$ cat config.mk
export PLATFORM = sky130hd
export DESIGN_NAME = vote_machine_n
export DESIGN_NICKNAME = d
export VERILOG_FILES = /design/src/rtl/vote_pkg.sv /design/src/rtl/press_qualifier.sv /design/src/rtl/vote_machine_n.sv
export SDC_FILE = /design/constraint.sdc
export NUM_CORES = 1
export LEC_CHECK = 0
export BUFFER_PORTS_ARGS = -buffer_cell sky130_fd_sc_hd__buf_2
export CAP_MARGIN = 20
export CORE_MARGIN = 2
export CORE_UTILIZATION = 35
export CTS_CLUSTER_SIZE = 12
export DETAILED_ROUTE_END_ITERATION = 8
export GPL_ROUTABILITY_DRIVEN = 0
export PLACE_DENSITY = 0.51
export SLEW_MARGIN = 20
export SYNTH_ARGS = -nofsm -noshare
export SYNTH_HDL_FRONTEND = slang
export SYNTH_SLANG_ARGS = --single-unit
$ cat constraint.sdc
create_clock -name clk -period 2.92 [get_ports clk]
set_clock_uncertainty 0.15 [all_clocks]
set_input_delay 0.146 -clock clk [delete_from_list [all_inputs] [get_ports clk]]
set_output_delay 0.146 -clock clk [all_outputs]
set_load 0.1 [all_outputs]
$ cat src/rtl/vote_pkg.sv
// Shared types and constants for the N-candidate voting machine.
package vote_pkg;

  localparam logic MODE_VOTE   = 1'b0;
  localparam logic MODE_RESULT = 1'b1;

  typedef enum logic {
    IDLE = 1'b0,
    ACK  = 1'b1
  } lock_state_t;

  // Candidate-index width; a single bit is the floor so ports never collapse.
  function automatic int unsigned sel_w(input int unsigned n);
    return (n > 1) ? int'($clog2(n)) : 1;
  endfunction

endpackage

$ cat src/rtl/press_qualifier.sv
// Single-button press qualifier: one-cycle qual on the PRESS_CYC-th consecutive
// high sample, then stays quiet until the button is sampled low.
module press_qualifier #(
  parameter int unsigned PRESS_CYC = 10
) (
  input  logic clk,
  input  logic rst,
  input  logic en,
  input  logic button,
  output logic qual
);

  localparam int unsigned CW = $clog2(PRESS_CYC);

  logic [CW-1:0] r_cnt;
  logic          r_hold;
  logic          r_qual;

  // r_hold comes out of reset set so a button held through reset must be released first.
  always_ff @(posedge clk) begin
    if (rst) begin
      r_cnt  <= '0;
      r_hold <= 1'b1;
      r_qual <= 1'b0;
    end else if (!en || !button) begin
      r_cnt  <= '0;
      r_hold <= 1'b0;
      r_qual <= 1'b0;
    end else if (r_hold) begin
      r_qual <= 1'b0;
    end else if (r_cnt == CW'(PRESS_CYC - 1)) begin
      r_cnt  <= '0;
      r_hold <= 1'b1;
      r_qual <= 1'b1;
    end else begin
      r_cnt  <= r_cnt + CW'(1);
      r_qual <= 1'b0;
    end
  end

  assign qual = r_qual;

endmodule

$ cat src/rtl/vote_machine_n.sv
// N-candidate voting machine: press qualification, arbitration, lockout,
// saturating tallies and LED mux. Winner/tie logic needs VOTE_MACHINE_WINNER_EN.
module vote_machine_n
  import vote_pkg::*;
#(
  parameter int unsigned NUM_CAND  = 4,
  parameter int unsigned CNT_W     = 8,
  parameter int unsigned PRESS_CYC = 10,
  parameter int unsigned ACK_CYC   = 100
) (
  input  logic                                 clk,
  input  logic                                 rst,
  input  logic                                 mode,
  input  logic [NUM_CAND-1:0]                  button,
  input  logic [vote_pkg::sel_w(NUM_CAND)-1:0] sel,
  output logic [CNT_W-1:0]                     led,
  output logic                                 vote_ok,
  output logic                                 conflict,
  output logic [NUM_CAND-1:0]                  sat,
  output logic [vote_pkg::sel_w(NUM_CAND)-1:0] winner,
  output logic                                 tie
);

  localparam int unsigned SEL_W = sel_w(NUM_CAND);
  localparam int unsigned ACK_W = (ACK_CYC > 1) ? $clog2(ACK_CYC) : 1;
  localparam logic [CNT_W-1:0] CNT_MAX = '1;

  logic [NUM_CAND-1:0] w_qual;
  logic                w_en;
  logic                w_single;
  logic                w_multi;
  logic                w_accept;
  logic                w_conflict;
  lock_state_t         r_state;
  lock_state_t         w_state_nxt;
  logic [ACK_W-1:0]    r_ack_cnt;
  logic [ACK_W-1:0]    w_ack_nxt;
  logic [CNT_W-1:0]    r_tally     [NUM_CAND];
  logic [CNT_W-1:0]    w_tally_nxt [NUM_CAND];
  logic [CNT_W-1:0]    r_led;
  logic [CNT_W-1:0]    w_led_nxt;
  logic [NUM_CAND-1:0] r_sat;
  logic                r_vote_ok;
  logic                r_conflict;

  assign w_en     = (mode == MODE_VOTE);
  assign w_single = ($countones(w_qual) == 1);
  assign w_multi  = ($countones(w_qual) > 1);

  for (genvar g = 0; g < NUM_CAND; g++) begin : g_qual
    press_qualifier #(.PRESS_CYC(PRESS_CYC)) u_qual (
      .clk    (clk),
      .rst    (rst),
      .en     (w_en),
      .button (button[g]),
      .qual   (w_qual[g])
    );
  end

  // Lockout state register.
  always_ff @(posedge clk) begin
    if (rst) begin
      r_state   <= IDLE;
      r_ack_cnt <= '0;
    end else begin
      r_state   <= w_state_nxt;
      r_ack_cnt <= w_ack_nxt;
    end
  end

  // Arbitration and lockout next-state; quals arriving during ACK are dropped silently.
  always_comb begin
    w_state_nxt = r_state;
    w_ack_nxt   = r_ack_cnt;
    w_accept    = 1'b0;
    w_conflict  = 1'b0;
    if (mode == MODE_RESULT) begin
      w_state_nxt = IDLE;
      w_ack_nxt   = '0;
    end else begin
      case (r_state)
        IDLE: begin
          if (w_single) begin
            w_accept    = 1'b1;
            w_state_nxt = ACK;
            w_ack_nxt   = '0;
          end else if (w_multi) begin
            w_conflict = 1'b1;
          end
        end
        ACK: begin
          if (r_ack_cnt == ACK_W'(ACK_CYC - 1)) begin
            w_state_nxt = IDLE;
            w_ack_nxt   = '0;
          end else begin
            w_ack_nxt = r_ack_cnt + ACK_W'(1);
          end
        end
        default: begin
          w_state_nxt = IDLE;
          w_ack_nxt   = '0;
        end
      endcase
    end
  end

  // Saturating tally update and LED source selection.
  always_comb begin
    for (int i = 0; i < NUM_CAND; i++) begin
      w_tally_nxt[i] = r_tally[i];
      if (w_accept && w_qual[i] && (r_tally[i] != CNT_MAX)) begin
        w_tally_nxt[i] = r_tally[i] + CNT_W'(1);
      end
    end
    w_led_nxt = '0;
    if (mode == MODE_RESULT) begin
      if (32'(sel) < NUM_CAND) begin
        w_led_nxt = r_tally[sel];
      end
    end else if (w_state_nxt == ACK) begin
      w_led_nxt = '1;
    end
  end

  always_ff @(posedge clk) begin
    if (rst) begin
      for (int i = 0; i < NUM_CAND; i++) begin
        r_tally[i] <= '0;
      end
      r_sat      <= '0;
      r_led      <= '0;
      r_vote_ok  <= 1'b0;
      r_conflict <= 1'b0;
    end else begin
      for (int i = 0; i < NUM_CAND; i++) begin
        r_tally[i] <= w_tally_nxt[i];
        r_sat[i]   <= &w_tally_nxt[i];
      end
      r_led      <= w_led_nxt;
      r_vote_ok  <= w_accept;
      r_conflict <= w_conflict;
    end
  end

  assign led      = r_led;
  assign vote_ok  = r_vote_ok;
  assign conflict = r_conflict;
  assign sat      = r_sat;

`ifdef VOTE_MACHINE_WINNER_EN
  logic [CNT_W-1:0] w_best;
  logic [SEL_W-1:0] w_win;
  logic             w_tie;
  logic [SEL_W-1:0] r_winner;
  logic             r_tie;

  // Linear max scan; strict '>' keeps the lowest index on equal tallies.
  always_comb begin
    w_best = r_tally[0];
    w_win  = '0;
    w_tie  = 1'b0;
    for (int i = 1; i < NUM_CAND; i++) begin
      if (r_tally[i] > w_best) begin
        w_best = r_tally[i];
        w_win  = SEL_W'(i);
        w_tie  = 1'b0;
      end else if (r_tally[i] == w_best) begin
        w_tie = 1'b1;
      end
    end
  end

  always_ff @(posedge clk) begin
    if (rst) begin
      r_winner <= '0;
      r_tie    <= 1'b0;
    end else begin
      r_winner <= w_win;
      r_tie    <= w_tie;
    end
  end

  assign winner = r_winner;
  assign tie    = r_tie;
`else
  assign winner = '0;
  assign tie    = 1'b0;
`endif

endmodule

==> load_flow_metrics.sql <==
INSERT INTO impl_metrics (metric_group, metric, value, unit) VALUES
('detailed_routing', 'drt_wl_total', '9590', 'um'),
('logic_synthesis', 'synth.distinct_cells', '65', ''),
('timing', 'number_of_slew_limit_violations_in_the_final_report', '0', ''),
('global_route', 'maximum_number_of_pins_on_one_net_before_global_route_repair', '23', ''),
('logic_synthesis', 'synthMuxAreaShare', '5.31', '%'),
('floorplan', 'core_area', '0.0115', 'sq mm'),
('detailed_routing', 'vias', '3500', ''),
('pwr', 'seq_power_share', '45.4', '%'),
('floorplan', 'chipHeight', '113', 'um'),
('run', 'cap_viol_max_count', '0', ''),
('layout', 'layout-drive-gt1-share', '21.2', '%'),
('run_status', 'violations', 'setup timing', ''),
('layout', 'diodes', '0', ''),
('layout', 'post_route_cell_area', '0.00502', 'sq mm'),
('global_route', 'grtUsageTotal', '15.5', '%'),
('detailed_routing', 'drt-vias-per-instance', '5.28', ''),
('detailed_routing', 'route.detailed.wl_per_inst', '14.5', 'um'),
('setup_path', 'path_max_fanout', '7', ''),
('timing', 'maxSlewHeadroom', '53.4', '%'),
('min_path', 'timing.hold.worst.class', 'in2reg', ''),
('logic_synthesis', 'warnings_from_yosys', '0', ''),
('detailed_routing', 'firstDrtPassIters', '4', ''),
('setup_path', 'worst-endpoint-required', '3.01', 'ns'),
('setup_path', 'worstSetupEndpointType', 'flip-flop', ''),
('floorplan', 'core.rowCount', '39', ''),
('pwr', 'pwr_density_cell', '472', 'mW/mm^2'),
('timing', 'worst-slew-pin-transition', '0.689', 'ns'),
('logic_synthesis', 'synthFlopType', 'dfxtp_1', ''),
('pwr', 'power.share.clock', '51.5', '%'),
('logic_synthesis', 'netlist_instances', '479', ''),
('logic_synthesis', 'netlist_area', '0.00414', 'sq mm'),
('setup_path', 'crit_path_start_kind', 'flip-flop', ''),
('pwr', 'power.static_leakage', '1.74', 'nW'),
('timing', 'timing.final.crit_period', '2.94', 'ns'),
('logic_synthesis', 'synthMostInstantiatedCell', 'dfxtp_1', ''),
('timing', 'timing.final.ws_setup', '-0.0225', 'ns'),
('layout', 'multiInputGateArea', '0.00251', 'sq mm'),
('logic_synthesis', 'synthDominantAreaCellType', 'dfxtp_1', ''),
('placed_design', 'place_hpwl', '6730', 'um'),
('clocking', 'clk_path_buf_depth', '2', ''),
('logic_synthesis', 'postSynthAreaPerCell', '8.65', 'sq um'),
('pwr', 'internal-power', '1.86', 'mW'),
('pwr', 'power.switching', '0.509', 'mW'),
('setup_path', 'cp_slowest_stage_delay', '0.54', 'ns'),
('pwr', 'power.share.switching', '21.5', '%'),
('floorplan', 'dieArea', '0.0127', 'sq mm'),
('global_route', 'globalRoute.totalOverflow', '0', ''),
('setup_path', 'timing_worst_setup_path_type', 'reg2reg', ''),
('logic_synthesis', 'synth-xor-area-share', '6.34', '%'),
('logic_synthesis', 'async_set_reset_flop_share_out_of_synthesis', '0', '%'),
('timing', 'period_share', '101', '%'),
('logic_synthesis', 'yosys.area.top_type_share', '37.7', '%'),
('logic_synthesis', 'post_synth_and_or_nand_nor_area_fraction', '27.7', '%'),
('floorplan', 'initial_utilization', '36.1', '%'),
('placed_design', 'post_dp_cell_area', '0.00444', 'sq mm'),
('floorplan', 'fp.dieW', '113', 'um'),
('setup_path', 'worst_path_arrival', '3.03', 'ns'),
('clocking', 'cts_num_sinks', '78', ''),
('setup_path', 'worst_path_max_delay_cell', 'fa_1', ''),
('clocking', 'ctsHtreeMaxLevel', '3', ''),
('run_status', 'run_status', 'finished, violations left', ''),
('clocking', 'clock_insertion_delay_worst_skew', '0.34', 'ns'),
('global_route', 'grt_pass1_vias', '3085', ''),
('clocking', 'clock_tree.root_cell', 'clkbuf_16', ''),
('detailed_routing', 'post-route-drc-count', '0', ''),
('setup_path', 'timing.critical_path.cells', 'inv_2 > fa_1 > inv_2 > ha_4 > inv_2 > ha_4 > nor3b_4 > buf_6 > nand3_4 > or4_4 > o211a_1 > and4bb_1', ''),
('layout', 'syn2layout_area_growth', '21.0', '%'),
('timing', 'setup_viol_count_final', '1', ''),
('pwr', 'comb_power_share', '3.1', '%'),
('timing', 'grt_setup_unrepaired', 'yes', ''),
('clocking', 'tritoncts', 'yes', '');
[cells by family (layout without fill, tap and decap cells)]
family / after synthesis / in the layout
mux: 12 / 12
flops: 78 / 78
fa+ha+maj: 9 / 9
buf+inv: 51 / 90
xor+xnor: 30 / 30
compound gates: 93 / 93
simple gates: 205 / 205
other cells: 1 / 3
[critical path: cells and delay by family (launching register included)]
family / cells / cell delay, ns
adders and majority gates: 3 / 0.90
buffers and inverters: 4 / 0.29
DFF: 1 / 0.33
and+or+nand+nor: 4 / 1.01
AOI/OAI and AO/OA: 1 / 0.15
[through the flow]
| stage | total power [mW] | cells | hold WS [ns] | setup slack, ns | TNS [ns] |
|---|---|---|---|---|---|
| floorplan | 1.15 | 481 | 0.210 | 0.000773 | 0 |
| CTS | 2.40 | 658 | 0.00263 | -0.0645 | -0.0667 |
| global route | 2.46 | 663 | 0.0271 | -0.156 | -0.833 |
| global placement | 1.17 | 639 | 0.312 | -0.0845 | -0.306 |
| detailed placement | 1.17 | 639 | 0.325 | -0.168 | -0.978 |
| finish | 2.37 | 663 | 0.00530 | -0.0225 | -0.0225 |
[worst paths after layout]
kind	from	end	slack, ns	cells after the start
max	g_qual[3].u_qual.qual$_SDFF_PP0_	sat[1]$_SDFF_PP0_	-0.02	12
min	button[0]	g_qual[0].u_qual.r_cnt[2]$_SDFFE_PP0N_	0.005	3
max reg2reg	g_qual[3].u_qual.qual$_SDFF_PP0_	sat[1]$_SDFF_PP0_	-0.02	12
min reg2reg	g_qual[3].u_qual.r_hold$_SDFF_PP1_	g_qual[3].u_qual.qual$_SDFF_PP0_	0.33	1
[registers in the layout (all words and copies together) (netlist names)]
name                  flops
g_qual.u_qual.qual        4
g_qual.u_qual.r_cnt      16
r_ack_cnt                 7
vote_ok                   1
r_tally                  32
sat                       4
led                       8
r_state                   1
g_qual.u_qual.r_hold      4
conflict                  1
[area by class of cell]
| cell class | count | share of cell area, % |
|---|---|---|
| clock buffers | 10 | 4.76 |
| inverters | 24 | 1.80 |
| multi-input cells | 352 | 50.1 |
| repair buffers | 50 | 6.83 |
| well taps | 143 | 3.57 |
| clock inverters | 6 | 1.70 |
| flip-flops and latches | 78 | 31.2 |
[cells in the final DEF (no fill, tap or decap), types with 4 or more instances in the layout]
cell	n
dfxtp_1	75
nor2_1	50
nand2_1	38
o21ai_0	33
buf_2	22
inv_1	21
buf_4	21
xnor2_1	20
nor3_1	18
a21oi_1	17
nand3_1	13
a31oi_1	10
xor2_1	10
clkbuf_16	9
nand2b_1	8
mux4_2	8
nor3b_1	8
nor2b_1	7
ha_1	6
o31ai_1	5
and3_1	5
nand4_1	5
nor4_1	4
and4_1	4
and2_1	4
buf_6	4
[layer usage]
| metal | vias up | part of all wire (%) | GRT usage (%) |
|---|---|---|---|
| met1 | 1667 | 50 | 20.9 |
| met5 | - | 0 | 0 |
| met2 | 49 | 45 | 23.6 |
| li1 | 1772 | - | - |
| met3 | 12 | 3.7 | 4.34 |
| met4 | 0 | 1.6 | 6.10 |
[power groups by stage]
stage | clock network (mW) | registers [mW] | logic [mW]
global route | 1.30 | 1.08 | 0.0806
finish | 1.22 | 1.07 | 0.0734
floorplan | 0 | 1.10 | 0.0573
detailed placement | 0 | 1.10 | 0.0706
global placement | 0 | 1.10 | 0.0699
CTS | 1.25 | 1.07 | 0.0746
[timing repair]
| item | CTS | global route |
|---|---|---|
| endpoints found under the hold margin | 8 | 0 |
| resized for setup | 13 | 27 |
| hold buffers | 3 | 0 |
| pin swaps | 9 | 9 |
| setup endpoints to repair | 14 | 26 |
| buffers inserted | 0 | 5 |
Power figures use the tool's default switching activity.
